[config.mk]
export PLATFORM = sky130hd
export DESIGN_NAME = tm1638_display_writer_flat
export DESIGN_NICKNAME = d
export VERILOG_FILES = /design/src/rtl/tm1638_display_writer_if.sv /design/src/rtl/tm1638_display_writer.sv /design/src/flat_wrapper.sv
export SDC_FILE = /design/constraint.sdc
export NUM_CORES = 1
export LEC_CHECK = 0
export CORE_ASPECT_RATIO = 0.6
export CORE_MARGIN = 4
export CORE_UTILIZATION = 60
export DETAILED_ROUTE_END_ITERATION = 6
export DONT_BUFFER_PORTS = 1
export GPL_ROUTABILITY_DRIVEN = 0
export PLACE_DENSITY = 0.8
export SYNTH_ARGS = -nofsm -noshare
export SYNTH_HDL_FRONTEND = slang
export SYNTH_SLANG_ARGS = --single-unit
[constraint.sdc]
create_clock -name clk -period 5.3 [get_ports clk]
set_clock_uncertainty 0.05 [all_clocks]
set_input_delay 1.325 -clock clk [delete_from_list [all_inputs] [get_ports clk]]
set_output_delay 1.325 -clock clk [all_outputs]
set_load 0.01 [all_outputs]
[src/rtl/tm1638_display_writer_if.sv]
// Parallel side of the TM1638 display writer: update request/status plus
// the three-wire serial link (STB/CLK/DIO) to the TM1638 board.
interface tm1638_display_writer_if;
   logic        start;
   logic [63:0] seg_data;
   logic [7:0]  leds;
   logic [2:0]  brightness;
   logic        display_on;
   logic        busy;
   logic        done;
   logic        tm_stb;
   logic        tm_clk;
   logic        tm_dio;

   modport master (
      output start, seg_data, leds, brightness, display_on,
      input  busy, done, tm_stb, tm_clk, tm_dio
   );

   modport slave (
      input  start, seg_data, leds, brightness, display_on,
      output busy, done, tm_stb, tm_clk, tm_dio
   );
endinterface

[src/rtl/tm1638_display_writer.sv]
// TM1638 display writer: on one start pulse, latches eight segment bytes,
// eight LED bits and the brightness setting, then sends the three TM1638
// transactions (data-write command, address-0 + 16 data bytes, display
// control) over STB/CLK/DIO, LSB first. Write-only, no key scan.
module tm1638_display_writer #(
   parameter int CLK_DIV = 25
) (
   input  logic                   clk,
   input  logic                   rst,
   tm1638_display_writer_if.slave bus
);
   localparam int DW = $clog2(CLK_DIV) + 1;
   localparam logic [DW-1:0] DIV_LAST = DW'(CLK_DIV - 1);

   localparam logic [2:0] S_IDLE = 3'd0;
   localparam logic [2:0] S_T1   = 3'd1;
   localparam logic [2:0] S_GAP1 = 3'd2;
   localparam logic [2:0] S_T2   = 3'd3;
   localparam logic [2:0] S_GAP2 = 3'd4;
   localparam logic [2:0] S_T3   = 3'd5;
   localparam logic [2:0] S_TAIL = 3'd6;

   // Slots of D cycles inside a transaction; gaps use SETUP/LOW as halves.
   localparam logic [1:0] P_SETUP = 2'd0;
   localparam logic [1:0] P_LOW   = 2'd1;
   localparam logic [1:0] P_HIGH  = 2'd2;
   localparam logic [1:0] P_HOLD  = 2'd3;

   logic [2:0]    state_q;
   logic [1:0]    phase_q;
   logic [DW-1:0] div_q;
   logic [2:0]    bit_q;
   logic [4:0]    byte_q;
   logic [63:0]   seg_q;
   logic [7:0]    leds_q;
   logic [2:0]    bri_q;
   logic          on_q;
   logic          busy_q;
   logic          done_q;
   logic          stb_q;
   logic          sclk_q;
   logic          dio_q;

   logic          slot_end;
   logic          is_xfer;
   logic          last_bit;
   logic [4:0]    last_byte;
   logic [2:0]    nxt_bit;
   logic [4:0]    nxt_byte;
   logic [3:0]    addr;
   logic [7:0]    tx_byte;
   logic          nxt_dio;
   logic [2:0]    after_state;

   // Slot timing, position of the next bit to shift out, successor state
   always_comb begin
      slot_end  = (div_q == DIV_LAST);
      is_xfer   = (state_q == S_T1) || (state_q == S_T2) || (state_q == S_T3);
      last_byte = (state_q == S_T2) ? 5'd16 : 5'd0;
      last_bit  = (bit_q == 3'd7) && (byte_q == last_byte);
      if (phase_q == P_HIGH) begin
         nxt_bit  = bit_q + 3'd1;
         nxt_byte = byte_q + {4'd0, bit_q == 3'd7};
      end else begin
         nxt_bit  = 3'd0;
         nxt_byte = 5'd0;
      end
      case (state_q)
         S_T1:    after_state = S_GAP1;
         S_GAP1:  after_state = S_T2;
         S_T2:    after_state = S_GAP2;
         S_GAP2:  after_state = S_T3;
         S_T3:    after_state = S_TAIL;
         default: after_state = S_IDLE;
      endcase
   end

   // Byte being sent for the next bit: command bytes, or address-ordered data
   always_comb begin
      addr    = nxt_byte[3:0] - 4'd1;
      tx_byte = 8'h00;
      case (state_q)
         S_T1: tx_byte = 8'h40;
         S_T3: tx_byte = {4'h8, on_q, bri_q};
         S_T2: begin
            if (nxt_byte == 5'd0)
               tx_byte = 8'hC0;
            else if (addr[0])
               tx_byte = {7'd0, leds_q[addr[3:1]]};
            else
               tx_byte = seg_q[{addr[3:1], 3'b000} +: 8];
         end
         default: tx_byte = 8'h00;
      endcase
      nxt_dio = tx_byte[nxt_bit];
   end

   // Sequencer: accept/latch, slot divider, serial line drive, done pulse
   always_ff @(posedge clk or posedge rst) begin
      if (rst) begin
         state_q <= S_IDLE;
         phase_q <= P_SETUP;
         div_q   <= '0;
         bit_q   <= '0;
         byte_q  <= '0;
         seg_q   <= '0;
         leds_q  <= '0;
         bri_q   <= '0;
         on_q    <= 1'b0;
         busy_q  <= 1'b0;
         done_q  <= 1'b0;
         stb_q   <= 1'b1;
         sclk_q  <= 1'b1;
         dio_q   <= 1'b1;
      end else begin
         done_q <= 1'b0;
         if (state_q == S_IDLE) begin
            if (bus.start) begin
               seg_q   <= bus.seg_data;
               leds_q  <= bus.leds;
               bri_q   <= bus.brightness;
               on_q    <= bus.display_on;
               state_q <= S_T1;
               phase_q <= P_SETUP;
               div_q   <= '0;
               busy_q  <= 1'b1;
               stb_q   <= 1'b0;
            end
         end else if (!slot_end) begin
            div_q <= div_q + DW'(1);
         end else begin
            div_q <= '0;
            if (is_xfer) begin
               case (phase_q)
                  P_SETUP: begin
                     phase_q <= P_LOW;
                     bit_q   <= 3'd0;
                     byte_q  <= 5'd0;
                     sclk_q  <= 1'b0;
                     dio_q   <= nxt_dio;
                  end
                  P_LOW: begin
                     phase_q <= P_HIGH;
                     sclk_q  <= 1'b1;
                  end
                  P_HIGH: begin
                     if (last_bit) begin
                        phase_q <= P_HOLD;
                     end else begin
                        phase_q <= P_LOW;
                        bit_q   <= nxt_bit;
                        byte_q  <= nxt_byte;
                        sclk_q  <= 1'b0;
                        dio_q   <= nxt_dio;
                     end
                  end
                  default: begin
                     state_q <= after_state;
                     phase_q <= P_SETUP;
                     stb_q   <= 1'b1;
                     dio_q   <= 1'b1;
                  end
               endcase
            end else if (phase_q == P_SETUP) begin
               phase_q <= P_LOW;
            end else begin
               phase_q <= P_SETUP;
               state_q <= after_state;
               if (state_q == S_TAIL) begin
                  busy_q <= 1'b0;
                  done_q <= 1'b1;
               end else begin
                  stb_q <= 1'b0;
               end
            end
         end
      end
   end

   assign bus.busy   = busy_q;
   assign bus.done   = done_q;
   assign bus.tm_stb = stb_q;
   assign bus.tm_clk = sclk_q;
   assign bus.tm_dio = dio_q;
endmodule

[src/flat_wrapper.sv]
// flat-port wrapper written by rule: the top's interface ports become plain ports
module tm1638_display_writer_flat 
#(
   parameter int CLK_DIV = 25
)
  (clk, rst, bus_start, bus_seg_data, bus_leds, bus_brightness, bus_display_on, bus_busy, bus_done, bus_tm_stb, bus_tm_clk, bus_tm_dio);
  tm1638_display_writer_if bus_i ();
  input  logic clk;
  input  logic rst;
  input wire logic [$bits(bus_i.start)-1:0] bus_start;
  input wire logic [$bits(bus_i.seg_data)-1:0] bus_seg_data;
  input wire logic [$bits(bus_i.leds)-1:0] bus_leds;
  input wire logic [$bits(bus_i.brightness)-1:0] bus_brightness;
  input wire logic [$bits(bus_i.display_on)-1:0] bus_display_on;
  output wire logic [$bits(bus_i.busy)-1:0] bus_busy;
  output wire logic [$bits(bus_i.done)-1:0] bus_done;
  output wire logic [$bits(bus_i.tm_stb)-1:0] bus_tm_stb;
  output wire logic [$bits(bus_i.tm_clk)-1:0] bus_tm_clk;
  output wire logic [$bits(bus_i.tm_dio)-1:0] bus_tm_dio;
  assign bus_i.start = bus_start;
  assign bus_i.seg_data = bus_seg_data;
  assign bus_i.leds = bus_leds;
  assign bus_i.brightness = bus_brightness;
  assign bus_i.display_on = bus_display_on;
  assign bus_busy = bus_i.busy;
  assign bus_done = bus_i.done;
  assign bus_tm_stb = bus_i.tm_stb;
  assign bus_tm_clk = bus_i.tm_clk;
  assign bus_tm_dio = bus_i.tm_dio;
  tm1638_display_writer #(.CLK_DIV(CLK_DIV)) u_core (.clk(clk), .rst(rst), .bus(bus_i));
endmodule
After elaboration in Yosys (flattened, before gate mapping):

Cells that the tools add are included.

* register bits: 100
* input port bits: 79
* output and inout port bits: 5
* word-level logic and storage cells: 113

* $add $sub $neg: 4
* magnitude comparators: 2
* eq/ne operators: 18
* shifts and indexed selects: 1
* muxes and demuxes: 53
* bitwise gates (word level): 2
* reductions and logical operators: 19

Operators with widths (number)
* $shiftx 64x7->8: 1
* $reduce_and 5->1: 5
* $mux 3: 8
* $pmux 8 s3: 1
* $mux 1: 23
* $mux 6: 3
* $mux 8: 2
* $mux 5: 3
* $pmux 3 s5: 1
* $eq 3x3->1 const B: 4
* $mux 2: 5
* $pmux 5 s2: 1
* $lt 3x4->1 const B: 2
* $add 6x1->6 const B: 1
* $bmux 1 s3: 2
* $eq 3x2->1 const B: 2
* $eq 6x5->1 const B: 1
* $ne 2x2->1 const B: 3
* $ne 3x1->1 const B: 2
* $pmux 1 s3: 2
* $pmux 2 s3: 1
* $pmux 3 s2: 1
* $reduce_bool 2->1: 3
* $add 5x1->5: 1
* 18 further kinds: 21

Depth between registers and ports, before layout:

* depth after elaboration: 13
* mapped depth: 16

Least setup slack after synthesis:

OpenSTA, ideal clock, no wires.

* path kind: flip-flop to flip-flop
* start point: reg u_core.bit_q[0]
* end point: reg u_core.dio_q (netlist: u_core.bus.tm_dio)
* setup time: 85 ps
* arrival: 3398 ps
* data required time: 5165 ps
* setup slack: 1768 ps
* cell stages (with the launch flop): 16
* path buffers: 2
* clock period less this slack: 3532 ps
* cells stage by stage: dfrtp_1 > ha_1 > ha_1 > ha_1 > nand3b_1 > buf_4 > ha_1 > inv_1 > o21ai_4 > nand2_4 > buf_6 > mux4_2 > mux2_2 > a31oi_1 > o221a_1 > o22ai_1

* cells in the longest elaborated chain, start to end: 13
* elaborated cells on any way between the ends: 20
* classes of those cells: add/sub (3); eq/ne (2); shift (1); mux (11); reduce/logical (3)

RTL lines
* from (decl): line tm1638_display_writer.sv:32 `logic [2:0] bit_q;`
* from (signal assigned): line tm1638_display_writer.sv:151 `bit_q <= nxt_bit;`
* parallel branches: the longest is 13 deep, another holds $add 5x1->5
* to (signal assigned): line tm1638_display_writer.sv:140 `dio_q <= nxt_dio;`
* to (signal assigned): line tm1638_display_writer.sv:154 `dio_q <= nxt_dio;`
* to (decl): line tm1638_display_writer.sv:42 `logic dio_q;`

Parallel ways; which one is timed is not known. The select of a mux whose other input is x is not followed.
A chain may end at the register's enable or synchronous reset.

Worst setup path after layout:

Same ends and word-level chain as after synthesis.

==> flow_metrics.tcl <==
set metrics [dict create \
    outcome "complete, no violations" \
    cts_buffers 9 \
    netlist-cell-type-count 81 \
    netlist_instances 493 \
    syn-mean-instance-area_um2 11.3 \
    timing_hold_violations_final 0 \
    hold_class "reg2reg" \
    ctsHtreeMaxLevel 3 \
    crit_path_start_kind "register" \
    post-cts-setup-buffers 0 \
    synth.cell_area_um2 5570 \
    cap_viol_max_count 0 \
    ports 84 \
    drt-pass1-iter-count 5 \
    final_common_cell "sky130_fd_sc_hd__dfrtp_1" \
    die_h_um 82.6 \
    grt_start_max_net_pins 80 \
    synth-async-reset-ratio 1.00 \
    pwr_density_cell_nw_per_um2 465 \
    area_share_of_the_leading_cell_type_in_the_synthesized_netlist 0.436 \
    synth_top_area_cell "sky130_fd_sc_hd__dfrtp_1" \
    antenna_found_initial 4 \
    worst_r2r_startpoint "u_core.bit_q[0]" \
    layout.core_utilization 0.667 \
    synth.yosys.seq_area_share 0.450 \
    crit_path_end_kind "register" \
    grt_pass1_wl_um 21500 \
    drc 0 \
    ys_warn_count 0 \
    number_of_global_route_vias_before_repair 4014 \
    max-clock-path-buffers 2 \
    max-vdd-ir-drop_mv 0.315 \
    floorplan.die_area_um2 10900 \
    synth.ff_latch_count 100 \
    syn2layout_area_growth_pct 5.23 \
    grt_util_all_layers 0.253 \
    synth_edf_count 0 \
    place_hpwl_um 9610 \
    routed-via-count 4034 \
    start_to_end_type_of_the_worst_setup_path "reg2reg" \
    fp.coreArea_um2 8780 \
    finalNetCount 567 \
    first_iter_violations 419 \
    worst-path-max-fanout 12 \
    arrival_ns 4.63 \
    fmax_ghz 0.227 \
    relSlewSlack 0.240 \
    finalCritPeriodShare 0.831 \
    cellLeakagePower_nw 2.40 \
    yosys-top-cells-area "sky130_fd_sc_hd__dfrtp_1, sky130_fd_sc_hd__mux2_2, sky130_fd_sc_hd__mux2i_1" \
    post_cts_hold_buffer_count 0 \
    clk_pin_slew_worst_paths_ns 0.07 \
    post_drt_via_cell_ratio 6.75 \
    setup-violations-final 0 \
    clock-sinks 100 \
    ctsResizeCount 0 \
    synth_fp_nets 580 \
    worst_pin_slew_ns 1.13 \
    std_cell_rows 26 \
    critPathLaunch "u_core.bit_q[0]" \
    post_route_cells_drive_above_1_share 0.276 \
    mostFrequentLayoutCells "sky130_fd_sc_hd__dfrtp_1, sky130_fd_sc_hd__mux2_2, sky130_fd_sc_hd__nand2_1, sky130_fd_sc_hd__nor2_1, sky130_fd_sc_hd__o21ai_0" \
    min_period_ns 4.41 \
    postRouteWirelength_um 13000 \
    floorplan.initialDensity 0.634 \
    wire_per_inst_um 21.8 \
    cts_tree "done" \
    postRouteAntennaNets 0 \
    hold_path_startpoint "u_core.bit_q[1]" \
    clock_latency_late_sink_ns 0.35 \
    globalRoute.totalOverflow 0 \
    rsz0062_at_grt "false" \
    cts.root.buffer_cell "sky130_fd_sc_hd__clkbuf_16" \
    postSynth.topFlopCell "sky130_fd_sc_hd__dfrtp_1" \
    fp.dieW_um 132 \
    critical_path_rt_ns 5.52 \
    timing_max_transition_violations_final 0 \
    place.port_buffers 0 \
    tns_ns 0 \
]
## path summary, 6_finish.rpt
path | slack, ns | end | depth (start not counted)
worst max-delay path | 0.89 | u_core.bus.tm_dio | 13
worst min-delay path | 0.45 | u_core.bit_q[1] | 2
worst max register to register | 0.89 | u_core.bus.tm_dio | 13
worst min register to register | 0.45 | u_core.bit_q[1] | 2
max in group asynchronous | 3.31 | u_core.seg_q[0] | 2
min in group asynchronous | 0.94 | u_core.seg_q[48] | 1
## sequential cells by signal (all words and copies together) (netlist names)
name               count
u_core.div_q           6
u_core.bus.tm_stb      1
u_core.bri_q           3
u_core.seg_q          64
u_core.bus.tm_clk      1
u_core.state_q         3
u_core.byte_q          5
u_core.bit_q           3
u_core.phase_q         2
u_core.bus.tm_dio      1
u_core.leds_q          8
u_core.bus.busy        1
u_core.bus.done        1
u_core.on_q            1
## stage by stage
step / total power, mW / instances / instance area, µm² / worst slack (ns) / hold slack, ns
after CTS: 2.72 / 597 / 5860 / 0.964 / 0.445
after global placement: 2.04 / 581 / 5580 / 1.20 / 0.420
after floorplan: 1.88 / 493 / 5570 / 1.31 / 0.404
final: 2.72 / 598 / 5860 / 0.893 / 0.446
after detailed placement: 2.09 / 581 / 5580 / 0.964 / 0.429
after global routing: 2.89 / 598 / 5860 / 0.608 / 0.470
## area by class of cell
class / instances / area, µm²
Antenna cell: 1 / 2.50
Clock buffer: 10 / 229
Clock inverter: 6 / 53.8
Fill cell: 645 / 2920
Inverter: 11 / 43.8
Multi-Input combinational cell: 353 / 2850
Sequential cell: 100 / 2510
Tap cell: 112 / 140
Timing Repair Buffer: 5 / 37.5
## critical path, cell delays in order, from the launching register on
cell	delay [ns]
sky130_fd_sc_hd__dfrtp_1	0.43
sky130_fd_sc_hd__ha_1	0.22
sky130_fd_sc_hd__ha_1	0.21
sky130_fd_sc_hd__ha_1	0.35
sky130_fd_sc_hd__nand3b_1	0.39
sky130_fd_sc_hd__ha_1	0.55
sky130_fd_sc_hd__inv_1	0.37
sky130_fd_sc_hd__o21ai_4	0.18
sky130_fd_sc_hd__nand2_4	0.21
sky130_fd_sc_hd__mux4_2	0.53
sky130_fd_sc_hd__mux2_2	0.27
sky130_fd_sc_hd__a221oi_1	0.27
sky130_fd_sc_hd__o221a_1	0.22
sky130_fd_sc_hd__o22ai_1	0.07
## synth_stat cells (all sizes together), types with 4 or more instances
cell type  number
a211oi          5
a21oi          13
a31oi           4
and3            4
buf            14
clkbuf         14
dfrtp          97
ha              8
inv            11
mux2           88
mux2i          17
mux4            4
nand2          32
nand2b          5
nand3          13
nand3b          4
nand4           5
nor2           25
nor3            8
nor4            6
o21ai          29
o221ai          5
o22ai           7
o31a            5
or4             4
xnor2           4
## logic make-up after synthesis
family | Yosys count | synth area share
flip-flops | 100 | 0.450
adder cells (fa/ha/maj) | 8 | 0.0180
XOR/XNOR | 6 | 0.0108
AO/OA/AOI/OAI | 106 | 0.136
buffers and inverters | 40 | 0.0391
multiplexers | 109 | 0.225
AND/OR/NAND/NOR | 124 | 0.122
## power by group
group / internal [mW] / switching, mW / total, mW / leakage [nW]
Sequential: 1.11 / 0.294 / 1.40 / 1.20
Clock: 0.327 / 0.302 / 0.629 / 0.136
Combinational: 0.417 / 0.278 / 0.695 / 1.07
Total: 1.85 / 0.874 / 2.72 / 2.40
## layer usage
metal / vias to the layer above / GRT usage / share of wire
met5: - / 0 / 0.0021
met4: 6 / 0.0539 / 0.010
met3: 19 / 0.112 / 0.13
met2: 207 / 0.392 / 0.43
met1: 1959 / 0.334 / 0.43
li1: 1843 / - / -
Power figures use the tool's default switching activity.
